File: src/rtl/pass_entry_seq_pkg.sv
// Shared definitions for the lock front end: FSM encoding, digit geometry
// and default timing so the comparators and the sequencer agree on widths.
package pass_entry_seq_pkg;

   localparam int DIGITS        = 5;
   localparam int DW            = 4;
   localparam int DEF_MAX_FAIL  = 3;
   localparam int DEF_IDLE_TO   = 1000;
   localparam int DEF_OPEN_CYC  = 500;
   localparam int DEF_LOCK_CYC  = 2000;

   typedef enum logic [1:0] {
      ENTRY   = 2'd0,
      EVAL    = 2'd1,
      OPEN    = 2'd2,
      LOCKOUT = 2'd3
   } state_t;

   // Largest of three timing constants, used to size the shared timer.
   function automatic int max3(input int a, input int b, input int c);
      int m;
      m = (a > b) ? a : b;
      return (m > c) ? m : c;
   endfunction

endpackage

File: src/rtl/pass_entry_seq_if.sv
// Keypad/comparator/status bundle between the sequencer and its environment.
interface pass_entry_seq_if;
   import pass_entry_seq_pkg::*;

   logic          key_valid;
   logic [DW-1:0] key_code;
   logic          key_clr;
   logic          match1;
   logic          match2;
   logic [DW-1:0] d0;
   logic [DW-1:0] d1;
   logic [DW-1:0] d2;
   logic [DW-1:0] d3;
   logic [DW-1:0] d4;
   logic          cmp_valid;
   logic          alarm;
   logic          unlock;
   logic          lockout;
   logic [1:0]    fail_cnt;

   // The sequencer side.
   modport slave (
      input  key_valid, key_code, key_clr, match1, match2,
      output d0, d1, d2, d3, d4, cmp_valid, alarm, unlock, lockout, fail_cnt
   );

   // Keypad driver / comparator side.
   modport master (
      output key_valid, key_code, key_clr, match1, match2,
      input  d0, d1, d2, d3, d4, cmp_valid, alarm, unlock, lockout, fail_cnt
   );

endinterface

File: src/rtl/pass_entry_seq_timer.sv
// Lock timer: load a cycle count, count down to zero, flag the last cycle.
// One instance is time-shared by the idle, open and lockout phases.
module pass_entry_seq_timer #(
   parameter int TW = 11
) (
   input  logic          clk,
   input  logic          rst,
   input  logic          i_load,
   input  logic [TW-1:0] i_val,
   output logic          o_done
);

   logic [TW-1:0] r_cnt;

   // Down-counter; a load always overrides counting.
   always_ff @(posedge clk) begin
      if (rst) begin
         r_cnt <= '0;
      end else if (i_load) begin
         r_cnt <= i_val;
      end else if (r_cnt != '0) begin
         r_cnt <= r_cnt - 1'b1;
      end
   end

   // Terminal count: a phase loaded with N ends after exactly N cycles.
   assign o_done = (r_cnt == TW'(1));

endmodule

File: src/rtl/pass_entry_seq.sv
// Sequential front end of the two-stage lock: collects five key digits,
// runs one compare cycle, tracks failures/alarm and times unlock/lockout.
//
//  state   | meaning
//  --------+-----------------------------------------------------------
//  ENTRY   | collecting digits; idle timeout discards a partial entry
//  EVAL    | one cycle, cmp_valid=1, comparator result sampled
//  OPEN    | unlock held for OPEN_CYC cycles
//  LOCKOUT | keypad disabled for LOCK_CYC cycles, alarm kept
module pass_entry_seq
   import pass_entry_seq_pkg::*;
#(
   parameter int MAX_FAIL = DEF_MAX_FAIL,
   parameter int IDLE_TO  = DEF_IDLE_TO,
   parameter int OPEN_CYC = DEF_OPEN_CYC,
   parameter int LOCK_CYC = DEF_LOCK_CYC
) (
   input  logic            clk,
   input  logic            rst,
   pass_entry_seq_if.slave bus
);

   localparam int             TW       = $clog2(max3(IDLE_TO, OPEN_CYC, LOCK_CYC) + 1);
   localparam int             IW       = $clog2(DIGITS);
   localparam logic [IW-1:0]  LAST_IDX = IW'(DIGITS - 1);

   state_t        r_state;
   logic [DW-1:0] r_d [DIGITS];
   logic [IW-1:0] r_idx;
   logic          r_cmp_valid;
   logic          r_alarm;
   logic          r_unlock;
   logic          r_lockout;
   logic [1:0]    r_fail_cnt;

   logic          w_key;
   logic          w_m;
   logic          w_tmr_load;
   logic [TW-1:0] w_tmr_val;
   logic          w_tmr_done;

   // key_clr beats a simultaneous key strobe.
   assign w_key = bus.key_valid & ~bus.key_clr;
   // Once alarm is up the second-password comparator owns the decision.
   assign w_m   = r_alarm ? bus.match2 : bus.match1;

   // Timer load selection: every accepted key restarts the idle window,
   // EVAL loads the length of whichever timed phase follows (0 = none).
   always_comb begin
      w_tmr_load = 1'b0;
      w_tmr_val  = '0;
      case (r_state)
         ENTRY: begin
            if (w_key) begin
               w_tmr_load = 1'b1;
               w_tmr_val  = TW'(IDLE_TO);
            end
         end
         EVAL: begin
            w_tmr_load = 1'b1;
            if (w_m)          w_tmr_val = TW'(OPEN_CYC);
            else if (r_alarm) w_tmr_val = TW'(LOCK_CYC);
         end
         default: ;
      endcase
   end

   pass_entry_seq_timer #(.TW(TW)) u_timer (
      .clk    (clk),
      .rst    (rst),
      .i_load (w_tmr_load),
      .i_val  (w_tmr_val),
      .o_done (w_tmr_done)
   );

   // Main sequencer: state, digit capture, failure count and status flags.
   always_ff @(posedge clk) begin
      if (rst) begin
         r_state     <= ENTRY;
         r_idx       <= '0;
         r_cmp_valid <= 1'b0;
         r_alarm     <= 1'b0;
         r_unlock    <= 1'b0;
         r_lockout   <= 1'b0;
         r_fail_cnt  <= '0;
         for (int i = 0; i < DIGITS; i++) r_d[i] <= '0;
      end else begin
         case (r_state)
            ENTRY: begin
               if (bus.key_clr || (!bus.key_valid && r_idx != '0 && w_tmr_done)) begin
                  r_idx <= '0;
                  for (int i = 0; i < DIGITS; i++) r_d[i] <= '0;
               end else if (bus.key_valid) begin
                  r_d[r_idx] <= bus.key_code;
                  if (r_idx == LAST_IDX) begin
                     r_state     <= EVAL;
                     r_cmp_valid <= 1'b1;
                  end else begin
                     r_idx <= r_idx + 1'b1;
                  end
               end
            end
            EVAL: begin
               r_cmp_valid <= 1'b0;
               r_idx       <= '0;
               for (int i = 0; i < DIGITS; i++) r_d[i] <= '0;
               if (w_m) begin
                  r_state    <= OPEN;
                  r_unlock   <= 1'b1;
                  r_fail_cnt <= '0;
               end else if (r_alarm) begin
                  r_state   <= LOCKOUT;
                  r_lockout <= 1'b1;
               end else if (int'(r_fail_cnt) + 1 >= MAX_FAIL) begin
                  r_state    <= ENTRY;
                  r_alarm    <= 1'b1;
                  r_fail_cnt <= '0;
               end else begin
                  r_state    <= ENTRY;
                  r_fail_cnt <= r_fail_cnt + 1'b1;
               end
            end
            OPEN: begin
               if (w_tmr_done) begin
                  r_state  <= ENTRY;
                  r_unlock <= 1'b0;
                  r_alarm  <= 1'b0;
               end
            end
            LOCKOUT: begin
               if (w_tmr_done) begin
                  r_state   <= ENTRY;
                  r_lockout <= 1'b0;
               end
            end
            default: r_state <= ENTRY;
         endcase
      end
   end

   assign bus.d0        = r_d[0];
   assign bus.d1        = r_d[1];
   assign bus.d2        = r_d[2];
   assign bus.d3        = r_d[3];
   assign bus.d4        = r_d[4];
   assign bus.cmp_valid = r_cmp_valid;
   assign bus.alarm     = r_alarm;
   assign bus.unlock    = r_unlock;
   assign bus.lockout   = r_lockout;
   assign bus.fail_cnt  = r_fail_cnt;

endmodule

File: src/flat_wrapper.sv
// flat-port wrapper written by rule: the top's interface ports become plain ports
module pass_entry_seq_flat import pass_entry_seq_pkg::*;
#(
   parameter int MAX_FAIL = DEF_MAX_FAIL,
   parameter int IDLE_TO  = DEF_IDLE_TO,
   parameter int OPEN_CYC = DEF_OPEN_CYC,
   parameter int LOCK_CYC = DEF_LOCK_CYC
)
  (clk, rst, bus_key_valid, bus_key_code, bus_key_clr, bus_match1, bus_match2, bus_d0, bus_d1, bus_d2, bus_d3, bus_d4, bus_cmp_valid, bus_alarm, bus_unlock, bus_lockout, bus_fail_cnt);
  pass_entry_seq_if bus_i ();
  input  logic clk;
  input  logic rst;
  input wire logic [$bits(bus_i.key_valid)-1:0] bus_key_valid;
  input wire logic [$bits(bus_i.key_code)-1:0] bus_key_code;
  input wire logic [$bits(bus_i.key_clr)-1:0] bus_key_clr;
  input wire logic [$bits(bus_i.match1)-1:0] bus_match1;
  input wire logic [$bits(bus_i.match2)-1:0] bus_match2;
  output wire logic [$bits(bus_i.d0)-1:0] bus_d0;
  output wire logic [$bits(bus_i.d1)-1:0] bus_d1;
  output wire logic [$bits(bus_i.d2)-1:0] bus_d2;
  output wire logic [$bits(bus_i.d3)-1:0] bus_d3;
  output wire logic [$bits(bus_i.d4)-1:0] bus_d4;
  output wire logic [$bits(bus_i.cmp_valid)-1:0] bus_cmp_valid;
  output wire logic [$bits(bus_i.alarm)-1:0] bus_alarm;
  output wire logic [$bits(bus_i.unlock)-1:0] bus_unlock;
  output wire logic [$bits(bus_i.lockout)-1:0] bus_lockout;
  output wire logic [$bits(bus_i.fail_cnt)-1:0] bus_fail_cnt;
  assign bus_i.key_valid = bus_key_valid;
  assign bus_i.key_code = bus_key_code;
  assign bus_i.key_clr = bus_key_clr;
  assign bus_i.match1 = bus_match1;
  assign bus_i.match2 = bus_match2;
  assign bus_d0 = bus_i.d0;
  assign bus_d1 = bus_i.d1;
  assign bus_d2 = bus_i.d2;
  assign bus_d3 = bus_i.d3;
  assign bus_d4 = bus_i.d4;
  assign bus_cmp_valid = bus_i.cmp_valid;
  assign bus_alarm = bus_i.alarm;
  assign bus_unlock = bus_i.unlock;
  assign bus_lockout = bus_i.lockout;
  assign bus_fail_cnt = bus_i.fail_cnt;
  pass_entry_seq #(.MAX_FAIL(MAX_FAIL), .IDLE_TO(IDLE_TO), .OPEN_CYC(OPEN_CYC), .LOCK_CYC(LOCK_CYC)) u_core (.clk(clk), .rst(rst), .bus(bus_i));
endmodule
File: config.mk
export PLATFORM = sky130hd
export DESIGN_NAME = pass_entry_seq_flat
export DESIGN_NICKNAME = d
export VERILOG_FILES = /design/src/rtl/pass_entry_seq_pkg.sv /design/src/rtl/pass_entry_seq_if.sv /design/src/rtl/pass_entry_seq_timer.sv /design/src/rtl/pass_entry_seq.sv /design/src/flat_wrapper.sv
export SDC_FILE = /design/constraint.sdc
export NUM_CORES = 1
export LEC_CHECK = 0
export CORE_MARGIN = 3
export CORE_UTILIZATION = 35
export DETAILED_ROUTE_END_ITERATION = 10
export PLACE_DENSITY_LB_ADDON = 0.2
export SLEW_MARGIN = 20
export SYNTH_ARGS = -nofsm -noshare
export SYNTH_HDL_FRONTEND = slang
export SYNTH_SLANG_ARGS = --single-unit
File: constraint.sdc
create_clock -name clk -period 5.9 [get_ports clk]
set_input_delay 0.59 -clock clk [delete_from_list [all_inputs] [get_ports clk]]
set_output_delay 0.59 -clock clk [all_outputs]
set_load 0.005 [all_outputs]
## Word-level counts from Yosys, hierarchy flattened

Memories as Yosys holds them, arrays and structs flattened.
Cells that the tools add are included.

- Bits in registers: 22
- Bits in latches: 0
- Memory bits (writable): 20
- Memory bits (read-only): 0
- Input port bits: 10
- Output and inout bits: 26
- Word-level logic and storage cells: 127
- Memories kept: 1

Memory list:

| memory | depth | bits a word | rd ports | clocked after memory_dff | wr ports | RTL line | text |
|---|---|---|---|---|---|---|---|
| u_core.r_d | 5 | 4 | 5 | 0 | 5 | pass_entry_seq.sv:28 | `logic [DW-1:0] r_d [DIGITS];` |

- Add/subtract/negate cells: 4
- Multipliers: 0
- Div/mod/pow operators: 0
- Magnitude comparators: 1
- Equal/unequal tests: 17
- Shift operators: 0
- Mux-type cells: 64
- Bitwise gates (word level): 12
- Reductions and logical operators: 20

Operators with widths:

| kind | number |
|---|---|
| 11-bit 2-to-1 mux | 4 |
| 4-bit 2-to-1 mux | 11 |
| 32-bit by 3-bit >= comparator with 1-bit output, second input constant | 1 |
| 1-bit 2-to-1 mux | 27 |
| 11-bit case mux with 2 select lines | 1 |
| 2-bit 2-to-1 mux | 9 |
| 3-bit 2-to-1 mux | 4 |
| 2-bit by 1-bit inequality test with 1-bit output, second input constant | 6 |
| 4-bit AND reduction | 3 |
| 11-bit by 1-bit equality test with 1-bit output, second input constant | 1 |
| 11-bit nonzero test | 1 |
| 11-bit by 1-bit subtractor with 11-bit output, second input constant | 1 |
| 10-bit 2-to-1 mux | 1 |
| 1-bit OR | 10 |
| 1-bit case mux with 2 select lines | 5 |
| 3-bit AND reduction | 3 |
| 2-bit inequality test, second input constant | 4 |
| 2-bit nonzero test | 4 |
| 3-bit by 2-bit inequality test with 1-bit output, second input constant | 2 |
| 2-bit case mux with 3 select lines | 1 |
| 3-bit case mux with 2 select lines | 1 |
| 2-bit equality test, second input constant | 2 |
| 4-bit OR reduction | 1 |
| 2-bit by 1-bit adder with 3-bit output, second input constant | 1 |
| other kinds (13) | 14 |

## Longest topological paths before layout

Gate-level depths: netlist of run 1.

- Depth in word-level cells: 11
- Mapped depth: 7
- Depth with buffers taken out: 7

## Hierarchy

From an unflattened synthesis of run 1, not the netlist that was laid out.

- Cell total of the unflattened synthesis: 215
- Area total of the unflattened synthesis: 2115.8 um^2

By module, submodules not included:

| module | times used | cells an instance | area each (um^2) | sequential area each (um^2) |
|---|---|---|---|---|
| pass_entry_seq | 1 | 138 | 1463.9 | 820.8 |
| pass_entry_seq_timer | 1 | 77 | 651.9 | 220.2 |

## Worst setup path before layout of run 1

Ideal clock, no wire load.

- Path type: input-to-reg
- Start point: input port bus_key_clr
- End point: memory u_core.r_d[1][0], enable pin
- Setup time: 0.310 ns
- Data arrival time: 1.839 ns
- Data required time: 5.590 ns
- Setup slack: 3.751 ns
- Cell stages on the path: 5
- Buffers on the path: 0
- Path through: nand2b_1 -> or3_1 -> or3_1 -> nor3_2 -> nand2b_1

RTL lines:

| what | RTL line | text |
|---|---|---|
| start: declaration | flat_wrapper.sv:15 | `input wire logic [$bits(bus_i.key_clr)-1:0] bus_key_clr;` |
| end: declaration | pass_entry_seq.sv:28 |  |

==> results of run 1 <==
cell usage in the layout (no fill, tap or decap), drive strengths merged:
| cell type | count |
|---|---|
| edfxtp | 20 |
| nand3b | 1 |
| xnor2 | 6 |
| clkdlybuf4s50 | 35 |
| nor4 | 5 |
| nor3 | 10 |
| bufinv | 1 |
| and3 | 3 |
| xor2 | 2 |
| ha | 5 |
| a22oi | 2 |
| o21ai | 3 |
| and4 | 1 |
| clkbuf | 5 |
| nand4 | 2 |
| or2 | 1 |
| nor2 | 18 |
| o211ai | 1 |
| o21a | 3 |
| mux2i | 2 |
| nor3b | 1 |
| nand2 | 13 |
| and2 | 20 |
| clkinv | 1 |
| nor2b | 2 |
| nand4b | 2 |
| or3 | 2 |
| a211oi | 2 |
| dfxtp | 22 |
| a2111oi | 1 |
| a31oi | 4 |
| inv | 7 |
| a21oi | 18 |
| nand3 | 8 |
| a21o | 2 |
| nand2b | 7 |
how the worst min path moves through the flow:
| stage | cells after the start | end | slack (ps) | start |
|---|---|---|---|---|
| after floorplan | 1 | u_core.bus.cmp_valid$_SDFFE_PP0P_ | 460 | u_core.bus.cmp_valid$_SDFFE_PP0P_ |
| after global placement | 1 | u_core.bus.cmp_valid$_SDFFE_PP0P_ | 450 | u_core.bus.cmp_valid$_SDFFE_PP0P_ |
| after detailed placement | 1 | u_core.bus.cmp_valid$_SDFFE_PP0P_ | 470 | u_core.bus.cmp_valid$_SDFFE_PP0P_ |
| after CTS | 1 | u_core.bus.cmp_valid$_SDFFE_PP0P_ | 490 | u_core.bus.cmp_valid$_SDFFE_PP0P_ |
| after global routing | 1 | u_core.bus.cmp_valid$_SDFFE_PP0P_ | 520 | u_core.bus.cmp_valid$_SDFFE_PP0P_ |
| final | 1 | u_core.bus.cmp_valid$_SDFFE_PP0P_ | 480 | u_core.bus.cmp_valid$_SDFFE_PP0P_ |
kinds of logic after synthesis:
kind of cell	Yosys count	share of synthesized area
and+or+nand+nor	96	0.274
adders and majority gates	5	0.0307
xor gates and xnor gates	8	0.0344
muxes	2	0.00983
DFF	42	0.511
AOI/OAI and AO/OA	36	0.111
buffers and inverters	14	0.0283
per-layer routing:
metal / share of wire / track usage / vias up / wire length (µm)
met5: 0 / 0 / - / 0
met4: 0.012 / 0.0399 / 0 / 51
met3: 0.063 / 0.0336 / 5 / 261
met2: 0.47 / 0.222 / 45 / 1930
met1: 0.46 / 0.170 / 709 / 1900
li1: - / - / 791 / -
power breakdown:
group | switching, µW | internal [µW] | leakage (µW)
registers | 41.0 | 344 | 0.000403
clock network | 89.7 | 122 | 0.0000517
logic | 144 | 126 | 0.000470
area by class of cell:
type,count,area (µm²)
clock buffer,5,68.8
clock inverter,2,33.8
fill,564,3030
inverter,7,26.3
multi-input combinational,147,937
sequential,42,1040
tap,72,90.1
timing repair buffer,35,350
state kept, by name, indices dropped and copies added, names as in the netlist:
register,count
u_core.r_idx,3
u_core.bus.cmp_valid,1
u_core.bus.alarm,1
u_core.r_d,20
u_core.bus.unlock,1
u_core.bus.lockout,1
u_core.bus.fail_cnt,2
u_core.r_state,2
u_core.u_timer.r_cnt,11
stage by stage:
step           setup slack, ps  instances  total power [µW]  utilization  hold slack [ps]
4_1_cts                   3400        310               875        0.457              489
6_report                  3410        310               868        0.457              479
2_1_floorplan             3750        203               597            -              465
5_1_grt                   3270        310               924        0.457              516
3_5_place_dp              3090        303               660        0.439              470
3_3_place_gp              3150        303               660        0.439              454
==> summary.txt, run 1 <==
=================================================================================
Maximum number of pins on one net before global-route repair                   19
Crit path largest cell delay                                               540 ps
Vias in the first global route                                               1417
Endpoint of the worst-slack reg-to-reg timing path                   u_core.r_d[0][1]$_SDFFCE_PN0P_
# H-tree levels                                                                 2
Layout overhead on the synthesized area                                     25.1%
Count of yosys warnings during synthesis                                        0
Area share of the largest cell type after synthesis                         0.295
Relative slew slack                                                         0.514
Detailed-route wire length per cell                                       13.4 µm
Ys async rst share                                                              0
Syn nets                                                                      218
Worst Setup Start Kind                                                 input port
Worst-case clock skew                                                     2.52 ps
WP data arrival                                                           2480 ps
Register area share after synthesis                                         0.511
Synthesized flop and latch total                                               42
Final WL                                                                  4150 µm
Setup CP Type                                                              in2reg
Final-report max-slew violation count                                           0
Fraction of layout cells with a size suffix above 1                        0.0630
Maximum clock frequency                                                 0.401 GHz
Largest area contributor in the synthesized netlist                      edfxtp_1
Global routing usage summed across all routing layers                       0.133
Worst min-delay path class                                                reg2reg
Core area                                                                5570 µm²
Overall die area                                                         6770 µm²
Leading post-synthesis cells by cell area                            edfxtp_1 (30%), dfxtp_1 (22%), and2_1 (6.1%)
Max Cap Viol                                                                    0
Initial DRT Pass Iterations                                                     4
Result of the run                                                    complete, no violations
Post-route DRC violation count                                                  0
Final number of hold-violating endpoints                                        0
Initial standard-cell utilization of the core                               0.365
Final Wtd Congestion                                                        0.772
Ys flop type                                                              dfxtp_1
Clock Sinks                                                                    42
Most common cell in the netlist                                           dfxtp_1
WP data required                                                          5890 ps
Most used standard cells in the synthesized netlist                  dfxtp_1 (22), and2_1 (20), edfxtp_1 (20), nor2_1 (18), a21oi_1 (16)
Initial DRC count                                                              47
Reg2reg setup slack                                                       3690 ps
Number of nets at the end of the flow                                         253
Total leakage power                                                   0.000925 µW
Mapped Cells                                                                  203
Die Y-Extent                                                              82.3 µm
First-pass GRT wire length                                                6840 µm
Post-cts hold buffer count                                                      0
Worst flop-to-flop path startpoint                                   u_core.u_timer.r_cnt[2]$_SDFFE_PP0P_
Root buffer cell                                                         clkbuf_8
Number of library cell types mapped by synthesis                               40
Vias after detailed routing                                                  1550
Slew at the pin closest to its max-slew limit                              726 ps
Post-synthesis area per instance                                         10.0 µm²
Number of cells on the critical path                                            6
Crit path buf inv count                                                         1
Buffers from clock root to sink, at most                                        2
Clock network latency to the later pin of the worst-skew pair              290 ps
Dpl cell area                                                            2440 µm²
Power per unit of standard cell area                                   341 nW/µm²
Worst-case reg-to-reg path depth                                                5
Total negative setup slack                                                   0 ps
Vias per cell                                                                5.00
Netlist area before placement                                            2040 µm²
Cell class contributing the biggest share of worst-path delay        simple AND/OR/NAND/NOR gates
Final setup violation count                                                     0
Critical Path Sink                                                   u_core.r_d[3][1]$_SDFFCE_PN0P_
Register clock-pin slew on the reported worst setup and hold paths          70 ps
Number of buffers inserted during clock tree synthesis                          5
# rows                                                                         27
Die width                                                                 82.3 µm
Top Ports                                                                      36
Remaining global-route overflow                                                 0
Part of the cycle the worst path needs                                      0.423
Number of nets with antenna violations after detailed routing                   0
Detailed-placement wirelength estimate                                    3070 µm
Final critical path time including I/O delays and setup                   2490 ps
Number of antenna violations at the first check in global routing               0
Origin of the worst setup path                                       bus_key_valid
Worst setup EP type                                                          flop
IO buf count                                                                   35
Finished layout cell area                                                2550 µm²
TritonCTS clock tree                                                         done
Quantity of gates resized following cts                                         0
Antenna diodes                                                                  0
Crit Path Max Fanout                                                            5
CP max stage cell                                                    clkdlybuf4s50_1
Critical Path, Cell by Cell                                          clkdlybuf4s50_1 -> nand2b_1 -> or3_1 -> or3_1 -> nor3_2 -> nand2b_1
Count of flip-flops with a built-in enable after synthesis                     20
Worst-case vdd ir drop                                                   0.233 mV
RSZ-0062 raised after global routing                                        false
Setup fix buffers added after clock tree synthesis                              0
=================================================================================
Power figures use the tool's default switching activity.
==> inputs of run 2 (changes only) <==
==> constraint.sdc (replaced) <==
create_clock -name clk -period 2.11 [get_ports clk]
set_input_delay 0.211 -clock clk [delete_from_list [all_inputs] [get_ports clk]]
set_output_delay 0.211 -clock clk [all_outputs]
set_load 0.005 [all_outputs]
==> run 2 against run 1 <==
Largest power group unchanged. Critical path depth did not move. Power grew to 3.1 times the previous value. Worst setup slack lost 3200 ps. Via count grew 1.8%. Sequential share of layout area down 2.4 points.
==> summary.txt, run 2 (synthesized netlist as in run 1, its figures left out) <==
=================================================================================
WP data arrival                                                           1900 ps
Vias in the first global route                                               1456
Slew at the pin closest to its max-slew limit                              569 ps
Worst-case reg-to-reg path depth                                                5
TritonCTS clock tree                                                         done
Antenna diodes                                                                  0
Met2 layer usage reported by global route                                   0.224
Worst-case vdd ir drop                                                   0.622 mV
Switching share of power                                                    0.304
Top Ports                                                                      36
Clock Sinks                                                                    42
RSZ-0062 raised after global routing                                        false
Overall die area                                                         6770 µm²
Worst Setup Start Kind                                                 input port
Hold Path Depth                                                                 1
Clock network latency to the later pin of the worst-skew pair              290 ps
Most crowded layer after global routing                                      met2
# H-tree levels                                                                 2
Clock share of power                                                        0.280
Min-delay src                                                        u_core.bus.cmp_valid$_SDFFE_PP0P_
Worst min-delay path class                                                reg2reg
Root buffer cell                                                         clkbuf_8
Cell count after placement                                                    320
Net load switching power                                                   807 µW
Final setup violation count                                                     0
First-pass GRT wire length                                                7120 µm
Total leakage power                                                    0.00102 µW
Part of the cycle the worst path needs                                      0.907
Register clock-pin slew on the reported worst setup and hold paths          80 ps
WP data required                                                          2100 ps
Largest registers ranked by flip-flop count                          u_core.r_d x20, u_core.u_timer.r_cnt x11, u_core.r_idx x3
Final WL                                                                  4170 µm
Register with the most flip-flops                                      u_core.r_d
Fill cell instance count of the final layout                                  532
Final critical path time including I/O delays and setup                   1910 ps
Power per unit of standard cell area                                   979 nW/µm²
Setup CP Type                                                              in2reg
Vias per cell                                                                4.81
Final-report max-slew violation count                                           0
Detailed-placement wirelength estimate                                    3110 µm
Core area                                                                5570 µm²
Max FFs per register                                                           20
Post-route DRC violation count                                                  0
Maximum clock frequency                                                 0.523 GHz
Die width                                                                 82.3 µm
Sequential Area                                                          1040 µm²
Buffers from clock root to sink, at most                                        2
Worst flop-to-flop path startpoint                                   u_core.u_timer.r_cnt[2]$_SDFFE_PP0P_
Setup fix buffers added after clock tree synthesis                              0
Commonest non-fill, non-tap cells in the layout                      clkdlybuf4s50_1 (35), dfxtp_1 (22), and2_1 (20), edfxtp_1 (20), nor2_1 (18)
Final Wtd Congestion                                                        0.776
Finished layout cell area                                                2710 µm²
Final cell count without fillers                                              328
Crit Path Max Fanout                                                            4
Worst-case clock skew                                                     9.60 ps
Max Cap Viol                                                                    0
Part of the total power dissipated in combinational logic                   0.312
Relative slew slack                                                         0.617
Initial DRT Pass Iterations                                                     4
Met3 GRT Util                                                              0.0358
Maximum number of pins on one net before global-route repair                   15
Number of antenna violations at the first check in global routing               0
Die Y-Extent                                                              82.3 µm
Remaining global-route overflow                                                 0
Post-cts hold buffer count                                                      0
Layout overhead on the synthesized area                                     32.9%
Seq pwr share                                                               0.408
Most common cell after layout, fill and taps aside                   clkdlybuf4s50_1
Number of nets at the end of the flow                                         270
Sink of the worst hold path                                          u_core.bus.cmp_valid$_SDFFE_PP0P_
Initial DRC count                                                              55
Number of buffers inserted during clock tree synthesis                          5
Result of the run                                                    complete, no violations
Number of nets with antenna violations after detailed routing                   0
Internal power                                                            1840 µW
Total power                                                               2650 µW
Worst setup EP type                                                          flop
Quantity of gates resized following cts                                         0
Initial standard-cell utilization of the core                               0.365
Fraction of layout cells with a size suffix above 1                         0.129
Vias after detailed routing                                                  1578
Detailed-route wire length per cell                                       12.7 µm
Global routing usage summed across all routing layers                       0.137
Reg2reg setup slack                                                        280 ps
Endpoint of the worst-slack reg-to-reg timing path                   u_core.r_d[3][0]$_SDFFCE_PN0P_
Final number of hold-violating endpoints                                        0
Met1 GRT Util                                                               0.177
Dpl cell area                                                            2570 µm²
IO buf count                                                                   35
# rows                                                                         27
Multi-input gate area                                                     937 µm²
=================================================================================
run 2: cell count changes in the layout (fill, tap and decap cells not counted), sizes merged:
cell,before,now
buf,0,17
bufinv,1,2
run 2: power by group through the flow:
stage          Clock (µW)  Sequential (µW)  Combinational [µW]
2_1_floorplan           0             1080                 591
3_3_place_gp            0             1100                 820
3_5_place_dp            0             1100                 821
4_1_cts               762             1080                 828
5_1_grt               805             1100                 930
6_report              742             1080                 827
run 2: per-layer routing:
metal / share of wire / vias to the layer above
met5: 0 / -
met3: 0.063 / 5
li1: - / 817
met1: 0.47 / 716
met4: 0.014 / 0
met2: 0.45 / 40
run 2: final cells by class:
class,count,share of cell area
clock buffers,5,0.0254
multi-input cells,147,0.346
repair buffers,52,0.177
well taps,72,0.0333
clock inverters,3,0.0236
inverters,7,0.00971
flip-flops and latches,42,0.385
run 2: worst max path at each step:
stage                                              start                        endpoint  slack (ps)
CTS                                          bus_key_clr  u_core.r_d[3][0]$_SDFFCE_PN0P_         190
detailed placement                           bus_key_clr  u_core.r_d[3][0]$_SDFFCE_PN0P_        -120
finish                                       bus_key_clr  u_core.r_d[3][0]$_SDFFCE_PN0P_         200
global placement                             bus_key_clr  u_core.r_d[3][1]$_SDFFCE_PN0P_         -80
global route                                 bus_key_clr  u_core.r_d[3][0]$_SDFFCE_PN0P_          90
floorplan           u_core.u_timer.r_cnt[2]$_SDFFE_PP0P_  u_core.r_d[1][0]$_SDFFCE_PN0P_         200
run 2: worst max-delay path: stages:
cell	delay, ps
clkdlybuf4s50_1	410
nand2b_1	150
or3_1	370
or3_1	370
nor3_2	160
nand2b_1	220
run 2: through the flow:
step                utilization  setup slack [ps]  hold slack, ps  TNS, ps
floorplan                     -               198             382        0
global placement          0.462             -79.8             455     -565
detailed placement        0.462              -122             457     -810
CTS                       0.485               186             476        0
global route              0.485              90.9             493        0
finish                    0.485               197             470        0
==> inputs of run 3 (changes only) <==
==> constraint.sdc (replaced) <==
create_clock -name clk -period 1.65 [get_ports clk]
set_input_delay 0.165 -clock clk [delete_from_list [all_inputs] [get_ports clk]]
set_output_delay 0.165 -clock clk [all_outputs]
set_load 0.1 [all_outputs]
==> run 3 against run 2 <==
The flow now finishes with violations (negative setup slack). Sequential cell count unchanged. Global-route usage increased by 1.3 points. Clock skew decreased by 3.4 ps. Clock-buffer cell count unchanged. Wire length increased by 9.9%. Largest power group is now combinational cells. Highest routed layer unchanged.
==> summary.txt, run 3 (synthesized netlist as in run 1, its figures left out) <==
=================================================================================
Worst flop-to-flop path startpoint                                   u_core.r_state[0]$_SDFFE_PP0P_
Core Util, Final                                                            0.547
Final critical path time including I/O delays and setup                   1660 ps
First-pass GRT wire length                                                7720 µm
Sink of the worst hold path                                          u_core.r_idx[2]$_SDFFE_PP0P_
Endpoint of the worst-slack reg-to-reg timing path                   u_core.r_d[1][2]$_SDFFCE_PN0P_
Final setup violation count                                                    20
Worst-case clock skew                                                     6.19 ps
Post-route DRC violation count                                                  0
Crit path setup slack, layout                                            -13.8 ps
Result of the run                                                    finished with violations
Buffers from clock root to sink, at most                                        2
Overall die area                                                         6770 µm²
Worst Setup Start Kind                                                       flop
Reg2reg setup slack                                                        -10 ps
Most common cell on crit path                                               or3_4
Clock Sinks                                                                    42
Maximum clock frequency                                                 0.601 GHz
Number of buffers inserted during clock tree synthesis                          5
Seq pwr share                                                               0.371
Total leakage power                                                    0.00124 µW
Worst setup EP type                                                          flop
Fin Hold WS                                                                479 ps
Detailed-placement wirelength estimate                                    3470 µm
WP data arrival                                                           1680 ps
Die width                                                                 82.3 µm
Final WL                                                                  4590 µm
Layout overhead on the synthesized area                                     49.7%
Fraction of layout cells with a size suffix above 1                         0.363
Min-delay src                                                        bus_key_valid
Worst-case reg-to-reg path depth                                                4
Slew at the pin closest to its max-slew limit                              320 ps
Cell class contributing the biggest share of worst-path delay        simple AND/OR/NAND/NOR gates
Final number of hold-violating endpoints                                        0
Remaining global-route overflow                                                 0
Max FFs per register                                                           20
Net load switching power                                                  1310 µW
Vias per cell                                                                4.79
Number of antenna violations at the first check in global routing               0
Crit Path Max Fanout                                                            4
Violations in the final reports                                      negative setup slack
# H-tree levels                                                                 2
Initial DRT Pass Iterations                                                     4
Setup CP Type                                                             reg2reg
Initial DRC count                                                              55
Antenna diodes                                                                  0
Max Cap Viol                                                                    0
Clock network latency to the later pin of the worst-skew pair              300 ps
Fill cell instance count of the final layout                                  521
Crit path largest cell delay                                               400 ps
Number of nets with antenna violations after detailed routing                   0
Detailed-route wire length per cell                                       12.9 µm
Die Y-Extent                                                              82.3 µm
TritonCTS clock tree                                                         done
Vias in the first global route                                               1642
Global routing usage summed across all routing layers                       0.151
IO buf count                                                                   35
Part of the cycle the worst path needs                                       1.01
Initial standard-cell utilization of the core                               0.365
Commonest non-fill, non-tap cells in the layout                      buf_4 (58), and2_1 (20), edfxtp_1 (20)
Largest registers ranked by flip-flop count                          u_core.r_d x20, u_core.u_timer.r_cnt x11, u_core.r_idx x3
Clock share of power                                                        0.177
Final-report max-slew violation count                                           0
Critical Path, Cell by Cell                                          or3_4 -> or3_4 -> nor3_2 -> nand2b_4
Relative slew slack                                                         0.781
Register clock-pin slew on the reported worst setup and hold paths          80 ps
Core area                                                                5570 µm²
Maximum number of pins on one net before global-route repair                   16
# rows                                                                         27
Worst min-delay path class                                                 in2reg
Power per unit of standard cell area                                  1180 nW/µm²
Vias after detailed routing                                                  1704
Worst-case vdd ir drop                                                   0.829 mV
Internal power                                                            2300 µW
Register with the most flip-flops                                      u_core.r_d
CP max stage cell                                                           or3_4
Top Ports                                                                      36
RSZ-0062 raised after global routing                                         true
WP data required                                                          1660 ps
Most common cell after layout, fill and taps aside                          buf_4
Number of nets at the end of the flow                                         298
Root buffer cell                                                         clkbuf_8
Post-Place Worst Slack                                                    -518 ps
Crit path buf inv count                                                         0
Switching share of power                                                    0.362
Final Wtd Congestion                                                        0.797
Part of the total power dissipated in combinational logic                   0.452
Hold Path Depth                                                                 4
=================================================================================
run 3: cell count changes in the layout (fill, tap and decap cells not counted), moves of 4 or more:
| cell | previous run | this run |
|---|---|---|
| dfxtp_2 | 0 | 4 |
| dfxtp_1 | 22 | 18 |
| nand2b_1 | 7 | 1 |
| buf_12 | 0 | 12 |
| clkdlybuf4s50_1 | 35 | 7 |
| nand2b_4 | 0 | 6 |
| buf_4 | 17 | 58 |
run 3: power by group through the flow:
stage / combinational (µW) / clock [µW] / sequential [µW]
detailed placement: 1500 / 0 / 1360
CTS: 1540 / 668 / 1340
finish: 1630 / 637 / 1340
floorplan: 762 / 0 / 1580
global placement: 1500 / 0 / 1350
global route: 1800 / 731 / 1350
run 3: timing repair:
item	4_1_cts	5_1_grt
gates resized for setup	16	5
hold buffers	0	0
pin swaps	1	5
buffers inserted	0	4
endpoints found under the setup margin	29	38
hold endpoints to repair	0	0
run 3: worst max path at each step:
stage / slack, ps / from / endpoint / cells after the start
after floorplan: -210 / u_core.u_timer.r_cnt[5]$_SDFFE_PP0P_ / u_core.r_d[1][0]$_SDFFCE_PN0P_ / 5
after global placement: -490 / bus_key_clr / u_core.r_d[3][2]$_SDFFCE_PN0P_ / 6
after detailed placement: -520 / bus_key_clr / u_core.r_d[3][2]$_SDFFCE_PN0P_ / 6
after CTS: -20 / u_core.r_state[0]$_SDFFE_PP0P_ / u_core.r_d[1][2]$_SDFFCE_PN0P_ / 4
after global routing: -70 / u_core.r_state[1]$_SDFFE_PP0P_ / u_core.r_d[1][2]$_SDFFCE_PN0P_ / 4
final: -10 / u_core.r_state[0]$_SDFFE_PP0P_ / u_core.r_d[1][2]$_SDFFCE_PN0P_ / 4
run 3: metal layers:
metal | GRT usage | vias to the layer above | routed length [µm]
met5 | 0 | - | 0
met4 | 0.0548 | 0 | 48
met3 | 0.0380 | 5 | 250
met2 | 0.259 | 38 | 2230
met1 | 0.181 | 781 | 2060
li1 | - | 880 | -
run 3: through the flow:
step                      total power, µW  TNS (ps)  instances  instance area, µm²
after floorplan                      2340     -4110        203                2040
after global placement               2860    -14030        344                2840
after detailed placement             2860    -14950        344                2840
after CTS                            3550      -107        352                3010
after global routing                 3880     -1270        356                3050
final                                3610      -153        356                3050
run 3: cell type report:
class,count,area [µm²],share of cell area
clock inverters,3,16.3,0.00534
inverters,7,26.3,0.00862
well taps,72,90.1,0.0296
repair buffers,80,774,0.254
flip-flops and latches,42,1050,0.343
clock buffers,5,68.8,0.0226
multi-input cells,147,1030,0.337
run 3: worst reg2reg max path: stages (launching register included):
cell	delay, ps
dfxtp_1	310
or3_4	400
or3_4	360
nor3_2	130
nand2b_4	170
